<file path="src/rtl/hilo_ctrl.sv">
// HI/LO architectural register controller: tracks xlu operations, commits results, serves mt/mf, raises D-stage stall.
// Optional macro HILO_BYPASS_EN forwards commit/mt data onto mf_data and drops COMMIT from the stall window.
module hilo_ctrl #(
  parameter int MAX_BUSY = 16,
  parameter int CNT_W    = 5
) (
  input  logic        clk,
  input  logic        reset,
  input  logic        md_start,
  input  logic        md_busy,
  input  logic [31:0] md_hi,
  input  logic [31:0] md_lo,
  input  logic        d_md_use,
  input  logic        mt_we,
  input  logic        mt_sel,
  input  logic [31:0] mt_data,
  input  logic        mf_sel,
  output logic [31:0] mf_data,
  output logic        stall,
  output logic [31:0] hi,
  output logic [31:0] lo,
  output logic        md_err
);

  localparam logic [1:0] ST_IDLE   = 2'd0;
  localparam logic [1:0] ST_ARM    = 2'd1;
  localparam logic [1:0] ST_RUN    = 2'd2;
  localparam logic [1:0] ST_COMMIT = 2'd3;

  localparam logic [CNT_W-1:0] CNT_ZERO = {CNT_W{1'b0}};
  localparam logic [CNT_W-1:0] CNT_ONE  = CNT_W'(1);
  localparam logic [CNT_W-1:0] CNT_MAX  = CNT_W'(MAX_BUSY);

  logic [1:0]       state_r;
  logic [1:0]       state_s;
  logic [CNT_W-1:0] cnt_r;
  logic [CNT_W-1:0] cnt_s;
  logic             err_r;
  logic             err_s;
  logic [31:0]      hi_r;
  logic [31:0]      lo_r;
  logic [31:0]      hi_s;
  logic [31:0]      lo_s;
  logic [31:0]      commit_hi_s;
  logic [31:0]      commit_lo_s;
  logic             pending_s;
  logic             in_commit_s;

  assign in_commit_s = (state_r == ST_COMMIT);

  // Operation tracking FSM, busy-cycle counter and watchdog next-state
  always_comb begin
    state_s = state_r;
    cnt_s   = cnt_r;
    err_s   = err_r;
    case (state_r)
      ST_IDLE: begin
        cnt_s = CNT_ZERO;
        if (md_start) begin
          state_s = ST_ARM;
        end else begin
          state_s = ST_IDLE;
        end
      end
      ST_ARM: begin
        if (md_busy) begin
          state_s = ST_RUN;
          cnt_s   = CNT_ONE;
        end else begin
          state_s = ST_COMMIT;
          cnt_s   = CNT_ZERO;
        end
      end
      ST_RUN: begin
        if (!md_busy) begin
          state_s = ST_COMMIT;
          cnt_s   = CNT_ZERO;
        end else if (cnt_r == CNT_MAX) begin
          // Watchdog abort: drop the result, leave HI/LO untouched
          state_s = ST_IDLE;
          cnt_s   = CNT_ZERO;
          err_s   = 1'b1;
        end else begin
          state_s = ST_RUN;
          cnt_s   = cnt_r + CNT_ONE;
        end
      end
      ST_COMMIT: begin
        cnt_s = CNT_ZERO;
        if (md_start) begin
          state_s = ST_ARM;
        end else begin
          state_s = ST_IDLE;
        end
      end
      default: begin
        state_s = ST_IDLE;
        cnt_s   = CNT_ZERO;
      end
    endcase
  end

  // HI/LO next values: commit first, then the younger mt write overrides its register
  always_comb begin
    commit_hi_s = hi_r;
    commit_lo_s = lo_r;
    if (in_commit_s) begin
      commit_hi_s = md_hi;
      commit_lo_s = md_lo;
    end else begin
      commit_hi_s = hi_r;
      commit_lo_s = lo_r;
    end
    hi_s = (mt_we && !mt_sel) ? mt_data : commit_hi_s;
    lo_s = (mt_we &&  mt_sel) ? mt_data : commit_lo_s;
  end

  // State and architectural register update
  always_ff @(posedge clk or posedge reset) begin
    if (reset) begin
      state_r <= ST_IDLE;
      cnt_r   <= CNT_ZERO;
      err_r   <= 1'b0;
      hi_r    <= 32'h0000_0000;
      lo_r    <= 32'h0000_0000;
    end else begin
      state_r <= state_s;
      cnt_r   <= cnt_s;
      err_r   <= err_s;
      hi_r    <= hi_s;
      lo_r    <= lo_s;
    end
  end

`ifdef HILO_BYPASS_EN
  assign pending_s = md_start | (state_r == ST_ARM) | (state_r == ST_RUN);

  // Read path with mt forward taking priority over the commit forward
  always_comb begin
    mf_data = mf_sel ? lo_r : hi_r;
    if (mt_we && (mt_sel == mf_sel)) begin
      mf_data = mt_data;
    end else if (in_commit_s) begin
      mf_data = mf_sel ? md_lo : md_hi;
    end else begin
      mf_data = mf_sel ? lo_r : hi_r;
    end
  end
`else
  assign pending_s = md_start | (state_r != ST_IDLE);

  assign mf_data = mf_sel ? lo_r : hi_r;
`endif

  // Reset gates stall so it drops immediately even if md_start is asserted
  assign stall  = d_md_use & pending_s & ~reset;
  assign hi     = hi_r;
  assign lo     = lo_r;
  assign md_err = err_r;

endmodule
</file>
<file path="config.mk">
export PLATFORM = sky130hd
export DESIGN_NAME = hilo_ctrl
export DESIGN_NICKNAME = d
export VERILOG_FILES = /design/src/rtl/hilo_ctrl.sv
export SDC_FILE = /design/constraint.sdc
export NUM_CORES = 1
export LEC_CHECK = 0
export ABC_AREA = 1
export BUFFER_PORTS_ARGS = -buffer_cell sky130_fd_sc_hd__buf_2
export CORE_MARGIN = 3
export CORE_UTILIZATION = 45
export DETAILED_ROUTE_END_ITERATION = 10
export HOLD_SLACK_MARGIN = 0.12
export PLACE_DENSITY = 0.8
export SETUP_SLACK_MARGIN = 0.15
export SLEW_MARGIN = 20
export SYNTH_ARGS = -nofsm -noshare
export SYNTH_HDL_FRONTEND = slang
export SYNTH_SLANG_ARGS = --single-unit
</file>
<file path="constraint.sdc">
create_clock -name clk -period 2.8 [get_ports clk]
set_input_delay 0.28 -clock clk [delete_from_list [all_inputs] [get_ports clk]]
set_output_delay 0.28 -clock clk [all_outputs]
set_load 0.02 [all_outputs]
</file>
# Yosys cells after proc, flatten, opt, wreduce, memory -nomap -nowiden
# Cells that the tools add are included.
[word_totals]
reg_bits = 72
latch_bits = 0
ram_bits = 0
mem_bits_ro = 0
in_bits = 104
output_inout_bits = 98
wordCells = 37
n_memories = 0
[op_classes]
addsub = 1
n_mul = 0
div = 0
magnitude_cmp = 0
eq_ne = 4
shift = 0
muxes = 14
bitwise = 4
n_reduce_logical = 9
[ops]
columns = ["operator", "count"]
rows = [
  ["32-bit two-way mux", 5],
  ["5-bit one-hot mux with 3 select lines", 1],
  ["5-bit two-way mux", 2],
  ["2-bit one-hot mux with 3 select lines", 1],
  ["2-bit nonzero test", 3],
  ["5-bit by 1-bit adder with 5-bit output (second input constant)", 1],
  ["5-bit equality test (second input constant)", 1],
  ["2-bit equality test (second input constant)", 2],
  ["2-bit two-way mux", 2],
  ["1-bit two-way mux", 3],
  ["3-bit AND reduction", 1],
  ["1-bit AND", 2],
  ["2-bit by 1-bit equality test with 1-bit output (second input constant)", 1],
  ["1-bit logical AND", 2],
  ["2-bit logical NOT", 1],
  ["2-bit OR reduction", 1],
  ["1-bit logical NOT", 1],
  ["1-bit inverter", 1],
  ["1-bit OR", 1],
]

# Longest topological paths before layout
[depth]
depth_word = 4
depth_mapped = 7
depth_no_buf = 7

# Worst setup path after synthesis
# Ideal clock, no wire load.
[synth_timing]
path_kind = "input port to output port"
from = "in reset"
to = "out stall"
arrival_time_ps = 2298
required_ps = 2520
setup_slack_ps = 222
path_stages = 3
path_buffers = 0
path_cell_list = "inv_1 nand2_1 a21oi_1"
[synth_via]
elab_chain_len = 2
[synth_lines]
columns = ["item", "line", "rtl"]
rows = [
  ["start: declaration", "8", "input logic reset,"],
  ["1-bit inverter", "156", "assign stall = d_md_use & pending_s & ~reset;"],
  ["1-bit AND", "156", ""],
  ["end: declaration", "19", "output logic stall,"],
]
# No other way between the ends.

# Worst setup path in the final report
[layout_timing]
from = "in mf_sel"
to = "out mf_data[16]"
[layout_via]
elab_chain_len = 1
[layout_lines]
columns = ["item", "line", "rtl"]
rows = [
  ["start: declaration", "17", "input logic mf_sel,"],
  ["32-bit two-way mux", "152", "assign mf_data = mf_sel ? lo_r : hi_r;"],
  ["end: declaration", "18", "output logic [31:0] mf_data,"],
]
# No other way between the ends.

==> out/summary.txt <==
Crit path required time: 2.52 ns
Ports: 202
final worst setup slack: 1.04 ns
Core Box Area: 0.00797 mm²
min cycle time layout: 1.76 ns
Min-Delay Path Class: in2reg
WL/cell: 16.0 µm
total power: 6020 µW
max_cap viols: 0
clock share of power: 0.163
die height: 98.0 µm
initial antenna violation count: 0
outcome: finished, final reports clean
count of standard-cell rows: 32
post-CTS setup buffers: 0
final hold vios: 0
PortBufs: 201
Comb pwr share: 0.516
starting density of the core: 0.478
Slew HR: 0.384
setup violators final: 0
number of global-route vias before repair: 3981
Lkg Pwr: 0.00274 µW
Max H-tree Level: 3
Post-synth EDFFs: 0
Yosys top cell by area: dfrtp_1
commonest cells in the netlist: nand3_1, nand2_1, dfrtp_1
CTS max path bufs: 2
pwr/cell area: 1190 mW/mm²
Cell variety after synth: 21
ant diodes: 0
GRT Residual Overflow: 0
CP Class: in2out
critical path peak fanout: 34
synthesis-stage register bit count: 72
Synth Net Count: 564
CTS-repair resized insts: 0
Post-Syn Area: 0.00381 mm²
register area: 0.00180 mm²
internal power: 3230 µW
Synth top area share: 0.473
area of the multi-input gates: 0.00176 mm²
synth top area cells: dfrtp_1, nand3_1, nand2_1
final worst-path cycle share: 0.629
Setup WS pre-CTS: 1.06 ns
first-pass GRT wire length: 19900 µm
Layout Cells excl Fill: 748
post-DP HPWL: 8520 µm
cts hold-fix bufs: 0
CTS tree: yes
CP Capture Type: primary output
Slew @ Worst Pin: 0.924 ns
fraction of layout cells with a size suffix above 1: 0.402
Psw: 2790 µW
Synthesis Warnings: 0
RD Place Congestion: 0.911
Max Slew Vio Count: 0
fin nets: 751
Hold Slack: 0.168 ns
latest clock arrival within the worst-skew pair: 0.34 ns
Total GRT Usage: 0.252
die width: 98.0 µm
Clk pin slew, worst setup/hold paths: 0.09 ns
maximum vdd drop: 0.734 mV
most common flop cell mapped by yosys: dfrtp_1
fmax: 0.568 GHz
Arr. time, crit path: 1.48 ns
placed insts: 732
cell count after synthesis: 454
largest net degree at the start of global routing: 73
setup TNS: 0 ns
CTS buffer count: 9
cell with the most instances after synthesis: nand3_1
Mean Syn Cell Area: 8.39 µm²
Seq/Total Area, Yosys: 0.473
final wirelength: 12000 µm
RSZ-0062 raised after global routing: false
startpoint type of the worst setup path: input port
Root Driver: clkbuf_8
fraction of registers with async set or reset after synthesis: 1.00
Fillers: 736
drt first pass iters: 5
area growth from synthesis to layout: 33.1%
DR vias/cell: 5.42
Sw Ratio: 0.463
Flop pwr share: 0.321
DRT antenna net count: 0
# DRC: 0
Layout Skew: 0.0109 ns
die area: 0.00961 mm²
Vias: 4053
initial drt markers: 139
Sink Count: 72
-- critical path, stage by stage --
cell and delay (ns):
buf_2 0.61, mux2_2 0.41, buf_2 0.16
-- flip-flops by register name (all words and copies together) (netlist names) --
| signal | cells |
|---|---|
| state_r | 2 |
| hi | 32 |
| cnt_r | 5 |
| md_err | 1 |
| lo | 32 |
-- power groups by stage --
stage	Clock [µW]	Combinational, µW	Sequential [µW]
detailed placement	0	3140	1950
CTS	991	3150	1930
global placement	0	3070	1910
floorplan	0	1500	2460
global route	1050	3370	2000
finish	979	3110	1930
-- per-stage QoR --
stage	util	instance area, µm²
6_report	0.636	5070
5_1_grt	0.636	5070
4_1_cts	0.636	5070
3_5_place_dp	0.607	4840
3_3_place_gp	0.607	4840
2_1_floorplan	-	3810
-- cells by family (layout without fill, tap and decap cells) --
group,count (synthesis),in the layout,synth area share
simple gates,284,284,0.337
compound gates,8,8,0.0125
flops,72,72,0.473
mux,30,30,0.0886
xor+xnor,1,1,0.00230
fa+ha+maj,6,6,0.0197
buf+inv,53,245,0.0670
-- layout make-up --
cell class / instances / area share
multi-input cells: 329 / 0.346
flip-flops and latches: 72 / 0.355
inverters: 21 / 0.0155
clock inverters: 6 / 0.0212
clock buffers: 10 / 0.0252
well taps: 102 / 0.0252
repair buffers: 208 / 0.211
-- routing by layer --
metal	GRT usage	vias to the layer above	part of all wire
met5	0	-	0
met4	0.0745	0	0.014
met3	0.0514	15	0.083
met2	0.432	195	0.50
met1	0.321	1942	0.40
li1	-	1901	-
-- worst paths after layout --
kind                             from           to  slack, ns  depth (start not counted)
max in group asynchronous       reset       hi[14]       1.96                          3
max reg2reg                state_r[0]       hi[14]       1.13                          5
max                            mf_sel  mf_data[16]       1.04                          3
min reg2reg                    md_err       md_err       0.48                          2
min                        mt_data[1]        lo[1]       0.17                          3
min in group asynchronous       reset       hi[18]       0.23                          3
-- cells in the final DEF (no fill, tap or decap), drive strengths merged, types with 2 or more instances in the layout --
master,count
clkinv,2
ha,6
buf,208
mux2,30
dfrtp,72
nand3,160
inv,21
nor2,12
nand2,110
clkbuf,10
o211ai,2
a21oi,4
bufinv,3
No activity file was read; power rests on OpenSTA's default activity.
